--- config.mk ---
export PLATFORM = sky130hd
export DESIGN_NAME = sync_fifo_param
export DESIGN_NICKNAME = d
export VERILOG_FILES = /design/src/rtl/fifo_pkg.sv /design/src/rtl/fifo_ram.sv /design/src/rtl/sync_fifo_param.sv
export SDC_FILE = /design/constraint.sdc
export NUM_CORES = 1
export LEC_CHECK = 0
export CAP_MARGIN = 25
export CORE_MARGIN = 8
export CORE_UTILIZATION = 45
export DETAILED_ROUTE_END_ITERATION = 8
export GPL_TIMING_DRIVEN = 0
export HOLD_SLACK_MARGIN = 0.05
export PLACE_DENSITY = 0.72
export SLEW_MARGIN = 0
export SYNTH_ARGS = -nofsm -noshare
export SYNTH_HDL_FRONTEND = slang
export SYNTH_SLANG_ARGS = --single-unit
--- constraint.sdc ---
create_clock -name clk -period 6.78 [get_ports clk]
set_input_delay 1.356 -clock clk [delete_from_list [all_inputs] [get_ports clk]]
set_output_delay 1.356 -clock clk [all_outputs]
set_load 0.02 [all_outputs]
--- src/rtl/fifo_pkg.sv ---
// Shared helpers for the synchronous FIFO: address width and pointer-to-occupancy math.
package fifo_pkg;

   function automatic int addr_w(input int depth);
      return (depth <= 2) ? 1 : $clog2(depth);
   endfunction

   // Pointers carry a wrap bit, so the masked difference is the true occupancy.
   function automatic logic [31:0] ptr_to_count(input logic [31:0] wr_ptr,
                                                input logic [31:0] rd_ptr,
                                                input int          ptr_w);
      logic [31:0] mask;
      mask = (32'd1 << ptr_w) - 32'd1;
      return (wr_ptr - rd_ptr) & mask;
   endfunction

endpackage

--- src/rtl/fifo_ram.sv ---
// Simple dual-port storage: synchronous write, asynchronous read.
module fifo_ram
   import fifo_pkg::*;
#(
   parameter int DATA_WIDTH = 8,
   parameter int DEPTH      = 8,
   parameter int ADDR_W     = addr_w(DEPTH)
) (
   input  logic                  clk,
   input  logic                  wr_en,
   input  logic [ADDR_W-1:0]     wr_addr,
   input  logic [DATA_WIDTH-1:0] wr_data,
   input  logic [ADDR_W-1:0]     rd_addr,
   output logic [DATA_WIDTH-1:0] rd_data
);

   logic [DATA_WIDTH-1:0] mem [DEPTH];

   always_ff @(posedge clk) begin
      if (wr_en) begin
         mem[wr_addr] <= wr_data;
      end
   end

   assign rd_data = mem[rd_addr];

endmodule

--- src/rtl/sync_fifo_param.sv ---
// Single-clock FIFO with occupancy flags, sticky error flags and a selectable
// registered or first-word-fall-through read port.
module sync_fifo_param
   import fifo_pkg::*;
#(
   parameter int DATA_WIDTH = 8,
   parameter int DEPTH      = 8,
   parameter int AF_LEVEL   = 6,
   parameter int AE_LEVEL   = 2,
   parameter int FWFT       = 0
) (
   input  logic                    clk,
   input  logic                    rst,
   input  logic                    wr_en,
   input  logic [DATA_WIDTH-1:0]   wr_data,
   input  logic                    rd_en,
   output logic [DATA_WIDTH-1:0]   rd_data,
   output logic                    rd_valid,
   output logic                    full,
   output logic                    empty,
   output logic                    almost_full,
   output logic                    almost_empty,
   output logic [$clog2(DEPTH):0]  count,
   output logic                    overflow,
   output logic                    underflow
);

   localparam int ADDR_W = addr_w(DEPTH);
   localparam int PTR_W  = ADDR_W + 1;

   logic [ADDR_W:0]       wr_ptr;
   logic [ADDR_W:0]       rd_ptr;
   logic [DATA_WIDTH-1:0] mem_rdata;
   logic                  wr_acc;
   logic                  rd_acc;

   assign count        = ($clog2(DEPTH)+1)'(ptr_to_count(32'(wr_ptr), 32'(rd_ptr), PTR_W));
   assign full         = (count == ($clog2(DEPTH)+1)'(DEPTH));
   assign empty        = (count == '0);
   assign almost_full  = (count >= ($clog2(DEPTH)+1)'(AF_LEVEL));
   assign almost_empty = (count <= ($clog2(DEPTH)+1)'(AE_LEVEL));

   // Acceptance uses pre-edge flags, so a simultaneous read never frees room for a write.
   assign wr_acc = wr_en && !full;
   assign rd_acc = rd_en && !empty;

   always_ff @(posedge clk) begin
      if (rst) begin
         wr_ptr    <= '0;
         rd_ptr    <= '0;
         overflow  <= 1'b0;
         underflow <= 1'b0;
      end else begin
         if (wr_acc) wr_ptr <= wr_ptr + 1'b1;
         if (rd_acc) rd_ptr <= rd_ptr + 1'b1;
         if (wr_en && full)  overflow  <= 1'b1;
         if (rd_en && empty) underflow <= 1'b1;
      end
   end

   fifo_ram #(
      .DATA_WIDTH (DATA_WIDTH),
      .DEPTH      (DEPTH),
      .ADDR_W     (ADDR_W)
   ) u_ram (
      .clk     (clk),
      .wr_en   (wr_acc),
      .wr_addr (wr_ptr[ADDR_W-1:0]),
      .wr_data (wr_data),
      .rd_addr (rd_ptr[ADDR_W-1:0]),
      .rd_data (mem_rdata)
   );

   generate
      if (FWFT != 0) begin : g_fwft
         assign rd_data  = mem_rdata;
         assign rd_valid = !empty;
      end else begin : g_std
         always_ff @(posedge clk) begin
            if (rst) begin
               rd_data  <= '0;
               rd_valid <= 1'b0;
            end else begin
               rd_valid <= rd_acc;
               if (rd_acc) rd_data <= mem_rdata;
            end
         end
      end
   endgenerate

endmodule

==> Yosys cells after proc, flatten, opt, wreduce, memory -nomap -nowiden <==
Memories as Yosys holds them, arrays and structs flattened. A register that Yosys moved wholly into a read port is not among the register bits.
Cells that the tools add are included.
{ "word_totals": {"ff_bits": 11, "mem_bits_rw": 64, "output_inout_bits": 19, "wordCells": 21, "n_memories": 1} }
{ "mem_list": {"columns": ["memory", "depth", "word_bits", "read_ports", "rd_ports_with_merged_regs", "wr", "line", "rtl"], "rows": [
  ["u_ram.mem", 8, 8, 1, 1, 1, "fifo_ram.sv:17", "logic [DATA_WIDTH-1:0] mem [DEPTH];"]
]} }
{ "op_classes": {"addsub": 3, "order_cmp": 2, "eq_ne": 1, "muxes": 2, "reduce_logical": 7} }
{ "op_table": {"columns": ["cell", "n"], "rows": [
  ["4-bit by 1-bit adder with 4-bit output (second input constant)", 2],
  ["4-bit equality test (second input constant)", 1],
  ["4-bit by 3-bit >= comparator with 1-bit output (second input constant)", 1],
  ["4-bit by 2-bit less-or-equal comparator with 1-bit output (second input constant)", 1],
  ["1-bit logical AND", 4],
  ["4-bit zero test", 1],
  ["4-bit subtractor", 1],
  ["1-bit zero test", 2],
  ["1-bit two-way mux", 2]
]} }

==> Longest topological paths before layout <==
{ "logic_depth": {"ltp_word": 6, "depth_mapped": 11, "mapped_depth_nobuf": 9} }

==> Cells and area by module <==
A second synthesis with hierarchy kept.
{ "unflattened": {"cells_unflattened": 200, "hier_area_um2": 3455.8} }
{ "modules_own_cells": {"columns": ["module", "n_inst", "cells_each", "area_per_inst_um2"], "rows": [
  ["fifo_ram", 1, 106, 2531.2],
  ["sync_fifo_param", 1, 94, 924.6]
]} }

==> Worst setup path after synthesis <==
Ideal clock, no wire load.
{ "synth_timing": {"path_kind": "reg-to-output", "startpoint": "reg rd_ptr[1]", "endpoint": "out almost_empty", "t_arrival_ns": 2.406, "required_ns": 5.424, "slack_ns": 3.018, "path_stages_with_launch": 10, "n_path_buf": 2, "path_cell_list": "dfxtp_1 > buf_4 > buf_4 > inv_1 > ha_1 > and3b_4 > o21ai_2 > and2_4 > inv_2 > a211oi_1"} }
{ "synth_via": {"elab_chain_len": 2} }
{ "synth_lines": {"columns": ["item", "line", "rtl"], "rows": [
  ["start, declared", "sync_fifo_param.sv:32", "logic [ADDR_W:0] rd_ptr;"],
  ["start signal, assigned", "sync_fifo_param.sv:55", "if (rd_acc) rd_ptr <= rd_ptr + 1'b1;"],
  ["4-bit subtractor", "fifo_pkg.sv:14", "return (wr_ptr - rd_ptr) & mask;"],
  ["via count[3]", "sync_fifo_param.sv:23", "output logic [$clog2(DEPTH):0] count,"],
  ["4-bit by 2-bit less-or-equal comparator with 1-bit output", "sync_fifo_param.sv:41", "assign almost_empty = (count <= ($clog2(DEPTH)+1)'(AE_LEVEL));"],
  ["end, declared", "sync_fifo_param.sv:22", "output logic almost_empty,"]
]} }
The timed path passes the listed nets, and every way through them passes these cells.

==> Final worst setup path <==
{ "layout_timing": {"startpoint": "reg rd_ptr[2]", "endpoint": "out almost_empty"} }
{ "layout_via": {"elab_chain_len": 2} }
{ "layout_lines": {"columns": ["item", "line"], "rows": [
  ["4-bit subtractor", "fifo_pkg.sv:14"],
  ["4-bit by 2-bit less-or-equal comparator with 1-bit output", "sync_fifo_param.sv:41"]
]} }
Every way passes these cells.

==> results by group <==
Worst setup path
  • Worst setup SP type: flip-flop
  • Worst-path fanout max: 10
  • CP endpoint kind: output pin
  • Reg-to-reg slack, setup: about 3.3 ns
  • CP most frequent cell: buf_2
  • Max stage delay on crit path: ~0.64 ns
  • Critical path required time: 5.42 ns
  • Cells along the critical path: buf_2 > buf_2 > inv_1 > ha_1 > a21o_1 > o21ai_2 > and2_4 > inv_2 > a211oi_1 > clkdlybuf4s50_1
  • Crit-path slowest cell: clkdlybuf4s50_1
  • Setup CP Type: flip-flop to output pin
  • Worst Path Arrival: roughly 3.3 ns

CTS
  • Num Clock Sinks: 83
  • Worst-path clk slew: around 0.080 ns
  • # resized after CTS: 0
  • Clk_lat worst skew: ~0.36 ns
  • CTS root buffer: clkbuf_8
  • CTS Buffer Depth: 2
  • H-tree depth: 3
  • CTS tree: yes
  • Hold-fix buffers, CTS: 0
  • Inserted Clock Buffers: 9
  • Number of post-CTS setup repair buffers: 0

Synth
  • Synth Area in Adders: 0.0236
  • Post-Synthesis Cell Area: 3490 um^2
  • Synth Register Bits: 83
  • Ys flop type: edfxtp_1
  • Post-synth top area cell: edfxtp_1
  • Mean Syn Cell Area: approximately 17 um^2
  • Sequential-to-total area share from yosys stat: 0.659
  • FFs w/ async S/R, synth: 0
  • EDFF count, synth: 64
  • Top area cells in the synthesized netlist: edfxtp_1 55%, dfxtp_1 11%, mux4_2 10%
  • Synth Warn #: 0
  • Post-synthesis mux area share: 0.136
  • XOR/XNOR Fraction of Synth Area: 0.0100
  • Simple-gate share of the synthesized area: 0.0748
  • Synthesized instance count: just over 200
  • Synthesized Nets: ~220
  • Compound-cell area share of the yosys netlist: 0.0687
  • Largest family of logic cells by synthesized area: multiplexers
  • Yosys cell types: 43
  • Post-synth top area share: 0.550

Detailed routing
  • Vias per inst: approximately 5.3
  • DRT iter0 DRCs: 86
  • Wire length per cell: between 15 and 20 um
  • Drt pass-1 iters: 4
  • DR vias: about 1900
  • Final routed DRC violation total: 0
  • Antenna Nets Post-Route: 0
  • Routed WL: about 6700 um

Power
  • Seq pwr share: 0.377
  • Peak VDD IR: ~0.19 mV
  • Psw: roughly 630 uW
  • Pwr per Cell Area: 418 nW/um^2
  • Switching Share: 0.364
  • Combinational Power Share: 0.440
  • Leakage: roughly 0.0014 uW
  • Int Pwr: roughly 1100 uW
  • Power share of the clock group: 0.183

Floorplan
  • Area of the die: between 10000 and 15000 um^2
  • Core area: between 7000 and 8000 um^2
  • Chip width: around 100 um
  • Die height: approximately 100 um
  • FP Rows: 32
  • Io pins: 31
  • Initial Util: 0.459

Job
  • Max-cap check violation count: 0

Placed design
  • RD Place Congestion: 0.703
  • IO buf count: 30
  • Area after DPL: approximately 4000 um^2
  • Hpwl dp: ~4800 um

STA
  • Slew HR: 0.452
  • RSZ-0062 raised after global routing: false
  • Hold Vio Cnt, Final: 0
  • Fmax: 0.213 GHz
  • Final worst-path cycle share: 0.691
  • Setup Skew: roughly 0.011 ns
  • Setup Total Neg Slack: 0 ns
  • Final Setup Violations: 0
  • Min Tclk post-route: approximately 4.7 ns
  • Slew Viols, Final: 0
  • Slew @ Worst Pin: about 0.82 ns

GRT
  • Total track usage: 0.131
  • First-pass GRT wire length: roughly 11000 um
  • Overflow after GRT: 0
  • Initial antenna violation count: 0
  • Largest net degree at the start of global routing: 16
  • Vias in the first global route: 1968

Cells and area
  • Filler cell count: between 600 and 700
  • Area grow syn2layout: 19.3%
  • Most frequent cells in the layout: 64 x edfxtp_1, 30 x clkdlybuf4s50_1, 19 x dfxtp_1, 16 x mux4_2, 10 x mux2i_1
  • Ant. Diodes: 0
  • Share of layout cells above drive strength 1: 0.297
  • Design area: around 4200 um^2
  • Commonest non-fill, non-tap cell in the layout: edfxtp_1
  • Fin nets: around 270

Min path
  • Worst Hold Class: flip-flop to flip-flop

Run status
  • Status: complete, no violations
sequential cells by signal, summed over array words and instances, names as in the netlist:
name,count
rd_data,8
rd_ptr,4
underflow,1
u_ram.mem,64
rd_valid,1
wr_ptr,4
overflow,1
Yosys cell counts (2+ instances only):
cell type	n
inv_1	9
nand2b_1	3
xor2_1	2
a21o_1	2
edfxtp_1	64
mux4_2	16
buf_2	3
mux2i_1	10
a21oi_1	5
buf_4	2
xnor2_1	2
clkbuf_1	2
ha_1	5
nor3_1	7
nor2_2	8
buf_6	2
or3_1	3
o21ai_1	2
nand2_1	3
dfxtp_1	19
nor4_1	2
nor2_1	7
a211oi_2	8
worst max-delay path, delay by kind of cell, from the launching register on:
| family | cells | cell delay [ns] |
|---|---|---|
| AO/OA/AOI/OAI | 3 | 0.63 |
| buffers and inverters | 5 | 1.43 |
| adder cells (fa/ha/maj) | 1 | 0.35 |
| AND/OR/NAND/NOR | 1 | 0.25 |
| flip-flops | 1 | 0.32 |
power groups by stage:
stage | logic (uW) | registers [uW] | clock network (uW)
2_1_floorplan | 477 | 703 | 0
3_3_place_gp | 756 | 666 | 0
3_5_place_dp | 772 | 670 | 0
4_1_cts | 778 | 658 | 326
5_1_grt | 824 | 667 | 343
6_report | 768 | 657 | 319
per-layer routing:
layer | wire, um | GRT usage
met1 | 2850 | 0.152
met2 | 3340 | 0.212
met4 | 221 | 0.0848
met3 | 326 | 0.0322
met5 | 0 | 0
layout make-up:
| type | instances | area (um^2) | share of cell area |
|---|---|---|---|
| multi-input cells | 104 | 1110 | 0.267 |
| repair buffers | 37 | 353 | 0.0846 |
| inverters | 10 | 37.5 | 0.00900 |
| flip-flops and latches | 83 | 2300 | 0.552 |
| clock buffers | 10 | 128 | 0.0306 |
| plain buffers | 9 | 60.1 | 0.0144 |
| well taps | 102 | 128 | 0.0306 |
| clock inverters | 6 | 48.8 | 0.0117 |
cell families after synthesis:
family                     count (synthesis)
DFF                                       83
muxes                                     27
adders and majority gates                  6
xor gates and xnor gates                   4
buffers and inverters                     19
AOI/OAI and AO/OA                         25
and+or+nand+nor                           42
metrics by stage:
stage	hold slack (ns)	worst slack, ns	std cells	total power, uW	util
floorplan	0.524	3.02	206	1180	-
global placement	0.451	2.50	338	1420	0.516
detailed placement	0.463	2.48	345	1440	0.525
CTS	0.488	2.06	361	1760	0.548
global route	0.530	1.86	361	1830	0.548
finish	0.487	2.09	361	1740	0.548
path summary, 6_finish.rpt:
check                           startpoint         endpoint  depth (start not counted)
worst min register to register   underflow        underflow                          2
worst min-delay path             underflow        underflow                          2
worst max register to register   rd_ptr[2]  u_ram.mem[1][6]                         10
worst max-delay path             rd_ptr[2]     almost_empty                         10
No activity file was read; power rests on OpenSTA's default activity.
